$ cat src/rtl/multi_cycle_control_unit_pkg.sv
// cpu_defs: opcodes, ALU/PC select codes and sequencer state encoding shared by the control unit.
package cpu_defs;
   localparam logic [5:0] OP_ADD  = 6'b000000;
   localparam logic [5:0] OP_SUB  = 6'b000001;
   localparam logic [5:0] OP_ORI  = 6'b010000;
   localparam logic [5:0] OP_AND  = 6'b010001;
   localparam logic [5:0] OP_OR   = 6'b010010;
   localparam logic [5:0] OP_MOVE = 6'b100000;
   localparam logic [5:0] OP_SW   = 6'b100110;
   localparam logic [5:0] OP_LW   = 6'b100111;
   localparam logic [5:0] OP_BEQ  = 6'b110000;
   localparam logic [5:0] OP_HALT = 6'b111111;

   localparam logic [2:0] ALU_ADD = 3'b000;
   localparam logic [2:0] ALU_SUB = 3'b001;
   localparam logic [2:0] ALU_OR  = 3'b011;
   localparam logic [2:0] ALU_AND = 3'b100;

   localparam logic [1:0] PC_NEXT   = 2'b00;
   localparam logic [1:0] PC_BRANCH = 2'b01;

   // HALT sits on the fourth bit so the eight execution states keep their 3-bit codes.
   typedef enum logic [3:0] {
      S_IF     = 4'b0000,
      S_ID     = 4'b0001,
      S_EXE_AL = 4'b0110,
      S_EXE_BR = 4'b0101,
      S_EXE_LS = 4'b0010,
      S_MEM    = 4'b0011,
      S_WB_AL  = 4'b0111,
      S_WB_LD  = 4'b0100,
      S_HALT   = 4'b1000
   } state_t;
endpackage

$ cat src/rtl/multi_cycle_control_unit_if.sv
// multi_cycle_control_unit_if: opcode/flag inputs and control outputs between sequencer and datapath.
interface multi_cycle_control_unit_if #(parameter int CNT_W = 16);
   logic [5:0] opcode;
   logic zero;
   logic PCWre;
   logic InsMemRW;
   logic IRWre;
   logic ExtSel;
   logic ALUSrcB;
   logic [2:0] ALUOp;
   logic [1:0] PCSrc;
   logic RegDst;
   logic RegWre;
   logic DBDataSrc;
   logic mRD;
   logic mWR;
   logic halted;
   logic illegal;
   logic [CNT_W-1:0] instr_count;

   modport master (
      input opcode, zero,
      output PCWre, InsMemRW, IRWre, ExtSel, ALUSrcB, ALUOp, PCSrc, RegDst,
             RegWre, DBDataSrc, mRD, mWR, halted, illegal, instr_count
   );
   modport slave (
      output opcode, zero,
      input PCWre, InsMemRW, IRWre, ExtSel, ALUSrcB, ALUOp, PCSrc, RegDst,
            RegWre, DBDataSrc, mRD, mWR, halted, illegal, instr_count
   );
endinterface

$ cat src/rtl/multi_cycle_control_unit_ctrl_decode.sv
// ctrl_decode: combinational next-state and control decode from state, opcode and zero.
module ctrl_decode
   import cpu_defs::*;
(
   input  state_t     state,
   input  logic [5:0] opcode,
   input  logic       zero,
   output state_t     nextState,
   output logic       PCWre,
   output logic       InsMemRW,
   output logic       IRWre,
   output logic       ExtSel,
   output logic       ALUSrcB,
   output logic [2:0] ALUOp,
   output logic [1:0] PCSrc,
   output logic       RegDst,
   output logic       RegWre,
   output logic       DBDataSrc,
   output logic       mRD,
   output logic       mWR,
   output logic       illegal
);
   logic isAl, isLs, isLw, isKnown, selOn;

   assign isAl = opcode inside {OP_ADD, OP_SUB, OP_ORI, OP_AND, OP_OR, OP_MOVE};
   assign isLs = opcode inside {OP_SW, OP_LW};
   assign isLw = opcode == OP_LW;
   assign isKnown = isAl || isLs || opcode inside {OP_BEQ, OP_HALT};
   // Selects follow the opcode only once IR is valid, so they hold steady from ID to the last state.
   assign selOn = state != S_IF && state != S_HALT;

   assign ALUOp = !selOn ? ALU_ADD :
                  opcode inside {OP_SUB, OP_BEQ} ? ALU_SUB :
                  opcode inside {OP_ORI, OP_OR} ? ALU_OR :
                  opcode == OP_AND ? ALU_AND : ALU_ADD;
   assign ALUSrcB = selOn && opcode inside {OP_ORI, OP_LW, OP_SW};
   assign ExtSel = selOn && opcode != OP_ORI;
   assign RegDst = selOn && opcode inside {OP_ADD, OP_SUB, OP_AND, OP_OR, OP_MOVE};

   always_comb begin
      nextState = state;
      PCWre = 1'b0;
      InsMemRW = 1'b0;
      IRWre = 1'b0;
      PCSrc = PC_NEXT;
      RegWre = 1'b0;
      DBDataSrc = 1'b0;
      mRD = 1'b0;
      mWR = 1'b0;
      illegal = 1'b0;
      case (state)
         S_IF: begin
            InsMemRW = 1'b1;
            IRWre = 1'b1;
            nextState = S_ID;
         end
         S_ID: begin
            nextState = isAl ? S_EXE_AL : opcode == OP_BEQ ? S_EXE_BR :
                        isLs ? S_EXE_LS : opcode == OP_HALT ? S_HALT : S_IF;
            illegal = !isKnown;
            PCWre = !isKnown;
         end
         S_EXE_AL: nextState = S_WB_AL;
         S_EXE_BR: begin
            nextState = S_IF;
            PCWre = 1'b1;
            PCSrc = zero ? PC_BRANCH : PC_NEXT;
         end
         S_EXE_LS: nextState = S_MEM;
         S_MEM: begin
            nextState = isLw ? S_WB_LD : S_IF;
            mRD = isLw;
            mWR = !isLw;
            PCWre = !isLw;
         end
         S_WB_AL: begin
            nextState = S_IF;
            RegWre = 1'b1;
            PCWre = 1'b1;
         end
         S_WB_LD: begin
            nextState = S_IF;
            RegWre = 1'b1;
            PCWre = 1'b1;
            DBDataSrc = 1'b1;
            mRD = 1'b1;
         end
         S_HALT: nextState = S_HALT;
         default: nextState = S_IF;
      endcase
   end
endmodule

$ cat src/rtl/multi_cycle_control_unit.sv
// multi_cycle_control_unit: IF/ID/EXE/MEM/WB sequencer with retired-instruction counter.
module multi_cycle_control_unit
   import cpu_defs::*;
#(
   parameter int CNT_W = 16
) (
   input logic CLK,
   input logic Reset,
   multi_cycle_control_unit_if.master bus
);
   state_t state, nextState;
   logic haltedQ;
   logic [CNT_W-1:0] count;

   ctrl_decode decode (
      .state(state),
      .opcode(bus.opcode),
      .zero(bus.zero),
      .nextState(nextState),
      .PCWre(bus.PCWre),
      .InsMemRW(bus.InsMemRW),
      .IRWre(bus.IRWre),
      .ExtSel(bus.ExtSel),
      .ALUSrcB(bus.ALUSrcB),
      .ALUOp(bus.ALUOp),
      .PCSrc(bus.PCSrc),
      .RegDst(bus.RegDst),
      .RegWre(bus.RegWre),
      .DBDataSrc(bus.DBDataSrc),
      .mRD(bus.mRD),
      .mWR(bus.mWR),
      .illegal(bus.illegal)
   );

   always_ff @(posedge CLK or posedge Reset) begin
      if (Reset) begin
         state <= S_IF;
         haltedQ <= 1'b0;
         count <= '0;
      end else begin
         state <= nextState;
         haltedQ <= nextState == S_HALT;
         count <= count + CNT_W'(bus.PCWre);
      end
   end

   assign bus.halted = haltedQ;
   assign bus.instr_count = count;
endmodule

$ cat src/flat_wrapper.sv
// flat-port wrapper written by rule: the top's interface ports become plain ports
module multi_cycle_control_unit_flat import cpu_defs::*;
#(
   parameter int CNT_W = 16
)
  (CLK, Reset, bus_opcode, bus_zero, bus_PCWre, bus_InsMemRW, bus_IRWre, bus_ExtSel, bus_ALUSrcB, bus_ALUOp, bus_PCSrc, bus_RegDst, bus_RegWre, bus_DBDataSrc, bus_mRD, bus_mWR, bus_halted, bus_illegal, bus_instr_count);
  multi_cycle_control_unit_if #(.CNT_W(CNT_W)) bus_i ();
  input logic CLK;
  input logic Reset;
  input wire logic [$bits(bus_i.opcode)-1:0] bus_opcode;
  input wire logic [$bits(bus_i.zero)-1:0] bus_zero;
  output wire logic [$bits(bus_i.PCWre)-1:0] bus_PCWre;
  output wire logic [$bits(bus_i.InsMemRW)-1:0] bus_InsMemRW;
  output wire logic [$bits(bus_i.IRWre)-1:0] bus_IRWre;
  output wire logic [$bits(bus_i.ExtSel)-1:0] bus_ExtSel;
  output wire logic [$bits(bus_i.ALUSrcB)-1:0] bus_ALUSrcB;
  output wire logic [$bits(bus_i.ALUOp)-1:0] bus_ALUOp;
  output wire logic [$bits(bus_i.PCSrc)-1:0] bus_PCSrc;
  output wire logic [$bits(bus_i.RegDst)-1:0] bus_RegDst;
  output wire logic [$bits(bus_i.RegWre)-1:0] bus_RegWre;
  output wire logic [$bits(bus_i.DBDataSrc)-1:0] bus_DBDataSrc;
  output wire logic [$bits(bus_i.mRD)-1:0] bus_mRD;
  output wire logic [$bits(bus_i.mWR)-1:0] bus_mWR;
  output wire logic [$bits(bus_i.halted)-1:0] bus_halted;
  output wire logic [$bits(bus_i.illegal)-1:0] bus_illegal;
  output wire logic [$bits(bus_i.instr_count)-1:0] bus_instr_count;
  assign bus_i.opcode = bus_opcode;
  assign bus_i.zero = bus_zero;
  assign bus_PCWre = bus_i.PCWre;
  assign bus_InsMemRW = bus_i.InsMemRW;
  assign bus_IRWre = bus_i.IRWre;
  assign bus_ExtSel = bus_i.ExtSel;
  assign bus_ALUSrcB = bus_i.ALUSrcB;
  assign bus_ALUOp = bus_i.ALUOp;
  assign bus_PCSrc = bus_i.PCSrc;
  assign bus_RegDst = bus_i.RegDst;
  assign bus_RegWre = bus_i.RegWre;
  assign bus_DBDataSrc = bus_i.DBDataSrc;
  assign bus_mRD = bus_i.mRD;
  assign bus_mWR = bus_i.mWR;
  assign bus_halted = bus_i.halted;
  assign bus_illegal = bus_i.illegal;
  assign bus_instr_count = bus_i.instr_count;
  multi_cycle_control_unit #(.CNT_W(CNT_W)) u_core (.CLK(CLK), .Reset(Reset), .bus(bus_i));
endmodule
$ cat config.mk
export PLATFORM = sky130hd
export DESIGN_NAME = multi_cycle_control_unit_flat
export DESIGN_NICKNAME = d
export VERILOG_FILES = /design/src/rtl/multi_cycle_control_unit_pkg.sv /design/src/rtl/multi_cycle_control_unit_if.sv /design/src/rtl/multi_cycle_control_unit_ctrl_decode.sv /design/src/rtl/multi_cycle_control_unit.sv /design/src/flat_wrapper.sv
export SDC_FILE = /design/constraint.sdc
export NUM_CORES = 1
export LEC_CHECK = 0
export ABC_AREA = 1
export ABC_CLOCK_PERIOD_IN_PS = 1900
export CORE_UTILIZATION = 43
export CTS_BUF_LIST = sky130_fd_sc_hd__clkbuf_2
export CTS_CLUSTER_DIAMETER = 30
export CTS_CLUSTER_SIZE = 16
export DETAILED_ROUTE_END_ITERATION = 12
export GPL_TIMING_DRIVEN = 0
export PLACE_DENSITY = 0.77
export SLEW_MARGIN = 30
export SYNTH_ARGS = -nofsm -noshare
export SYNTH_HDL_FRONTEND = slang
export SYNTH_SLANG_ARGS = --single-unit
export TNS_END_PERCENT = 30
$ cat constraint.sdc
create_clock -name CLK -period 1.9 [get_ports CLK]
set_clock_uncertainty 0.05 [all_clocks]
set_input_delay 0.38 -clock CLK [delete_from_list [all_inputs] [get_ports CLK]]
set_output_delay 0.38 -clock CLK [all_outputs]
set_load 0.1 [all_outputs]
==> flow_summary.ini <==
[clock_tree]
htree_num_levels = 1
cts-root-to-sink-buffers = 2
number_of_buffers_created_by_cts = 3
worstSkewPairLatency_ns = 0.34
cts.reportedPaths.clkPinSlew_ns = 0.21
clock_tree_from_tritoncts = yes
cts_root_buffer = clkbuf_2
cts_sinks = 21

[outcome]
run_status = finished with violations
failed_checks = design-rule violations, negative setup slack

[hold_path]
start_point_of_the_worst_hold_path = bus_opcode[2]
holdPathStages = 3
worst_hold_path_type = in2reg
worst_hold_path.endpoint = u_core.state[3]

[routing]
postRouteAntennaNets = 0
finalWirelength_mm = 4.05
drt-initial-drc-count = 39
highest_routed_layer = met4
wl_met2_mm = 2.14
met1_wire_length_mm = 1.59
route.detailed.wl_per_inst_um = 14.9
via_per_inst = 5.37
drc = 2
drt_first_pass_iters = 8
wl_met3_um = 214
route.vias.total = 1461

[critical_path]
worstPathRequired_ns = 2.13
r2r-start = u_core.state[2]
worst_setup_path_end_kind = flop
worstSetupStartpoint = u_core.state[2]
worstReg2RegEnd = u_core.bus.instr_count[10]
arrival_ns = 2.44
critical_path.max_fanout = 4
ff2ff_setup_slack_ns = -0.31
timing.critical_path.from_type = flop
critical_path_class = reg2reg
reg2reg_depth = 12

[sta]
finalSetupViolations = 29
achievable-frequency_mhz = 452
relSlewSlack_pct = 36.2
post-route-period-util_pct = 116
finalWorstSetupSlack_ns = -0.313
slew_violations = 0
fin_crit_ns = 2.21
setup_tns_after_final_layout_ns = -4.50
grt_setup_unrepaired = yes
worstMarginPinSlew_ns = 0.961
whs_ns = 0.378
hold_viol_final = 0

[placement]
gpl.final_weighted_congestion = 0.843
place_hpwl_mm = 2.45
numPortBuffers = 40

[layout]
leading_cell_type_in_the_layout_fill_and_taps_excluded = nand2_1
post_route_cells_drive_above_1_share_pct = 47.7
nets = 253
multi_input_gate_area_um2 = 915
layout_common_cells = 33 x nand2_1, 19 x dfrtp_1, 16 x buf_4
register_area_um2 = 528
fillerInstances = 177
layout-area-overhead-vs-synth_pct = 78.3
insertedDiodeCount = 0

[synth]
netlist.top_cell.by_area = dfrtp_1
synth_top_cells_by_area = dfrtp_1 40%, nand2_1 12%, inv_1 7.8%, nor2_1 6.9%, nand3_1 5.4%
synth.lib_cells_used.distinct = 21
ys_seq_elements = 21
top_area_cell_type_share_of_the_netlist_area_pct = 40.3
yosysWarnings = 0
synth.yosys.seq_area_share_pct = 40.3
syn-instance-count = 177
netlist_area_mm2 = 0.00130
synth_area_per_cell_um2 = 7.37
syn-num-nets = 188

[floorplan]
initial_core_util_pct = 46.5
dieHeight_um = 57.1
fp.dieW_um = 57.1
die-area_mm2 = 0.00326
row_count = 19
io-pin-count = 42
std_cell_core_area_mm2 = 0.00281

[power]
cellLeakagePower_nw = 1.10
p_per_area_mw_per_mm2 = 1530
max-vdd-ir-drop_v = 0.00136
totalPowerFinal_mw = 3.57

[flow_run]
number_of_violations_of_the_max_capacitance_limit = 0

[global_route]
first_global_vias = 1305
grt_max_degree = 22
grt_first_pass_wirelength_mm = 5.74
grt_use_total_pct = 23.1
grt.overflow.total = 0
grt_antenna_before_repair = 0
cell usage after synthesis, drive strengths merged:
cell type / instances
conb: 1
o22ai: 3
buf: 2
nand2: 42
nand3b: 2
nand4: 5
xor2: 8
nor3b: 1
dfrtp: 21
ha: 2
nor2: 31
inv: 27
xnor2: 4
nand3: 15
a21oi: 7
nor3: 6
sequential cells by signal (all words and copies together), names as in the netlist:
name,count
u_core.bus.instr_count,16
u_core.state,4
u_core.bus.halted,1
routing by layer:
layer  up-vias  track usage [%]
li1        686                -
met1       697             29.8
met2        63             39.0
met3        15             4.76
met4         0             6.97
met5         -                0
worst max-delay path, stage by stage, from the launching register on:
cell	delay (ns)
dfrtp_1	0.45
nor2_1	0.16
inv_2	0.09
buf_12	0.13
nor2_4	0.15
a21oi_4	0.10
nand2_8	0.09
ha_4	0.14
ha_4	0.14
nand3_4	0.08
nor3_4	0.26
nand2_1	0.11
xnor2_1	0.20
worst max path at each step:
stage / to / slack (ns)
after detailed placement: bus_PCWre / -1.35
after global placement: bus_PCWre / -1.33
after floorplan: bus_PCSrc[0] / -0.40
after CTS: u_core.bus.instr_count[14] / -0.22
after global routing: u_core.bus.instr_count[10] / -0.46
final: u_core.bus.instr_count[10] / -0.31
cell type report:
cell class | instances | area share, %
Clock buffer | 3 | 0.646
Tap cell | 31 | 1.67
Inverter | 27 | 4.68
Buffer | 2 | 1.18
Timing Repair Buffer | 60 | 29.5
Multi-Input combinational cell | 127 | 39.3
Clock inverter | 1 | 0.215
Sequential cell | 21 | 22.7
timing repair:
item,CTS,global route
setup endpoints to repair,47,33
buffers inserted,7,13
resized for setup,201,42
hold buffers,0,0
pin swaps,16,9
cell families after synthesis:
kind of cell               synth area share [%]
and+or+nand+nor                            36.4
buffers and inverters                      8.93
DFF                                        40.3
xor gates and xnor gates                   8.06
AOI/OAI and AO/OA                          4.13
adders and majority gates                  1.92
other                                     0.288
report_power, final:
part / switching [mW] / internal [mW] / total, mW
clock network: 0.141 / 0.0477 / 0.188
logic: 1.86 / 0.829 / 2.69
registers: 0.142 / 0.549 / 0.691
total: 2.14 / 1.43 / 3.57
per-stage QoR:
stage	instance area [um^2]	setup WS (ns)	std cells	util, %
2_1_floorplan	1450	-0.398	177	-
3_3_place_gp	1890	-1.33	248	67.3
3_5_place_dp	1890	-1.35	248	67.3
4_1_cts	2100	-0.216	259	74.9
5_1_grt	2320	-0.463	272	82.9
6_report	2320	-0.313	272	82.9
(Power assumes the default switching activity.)
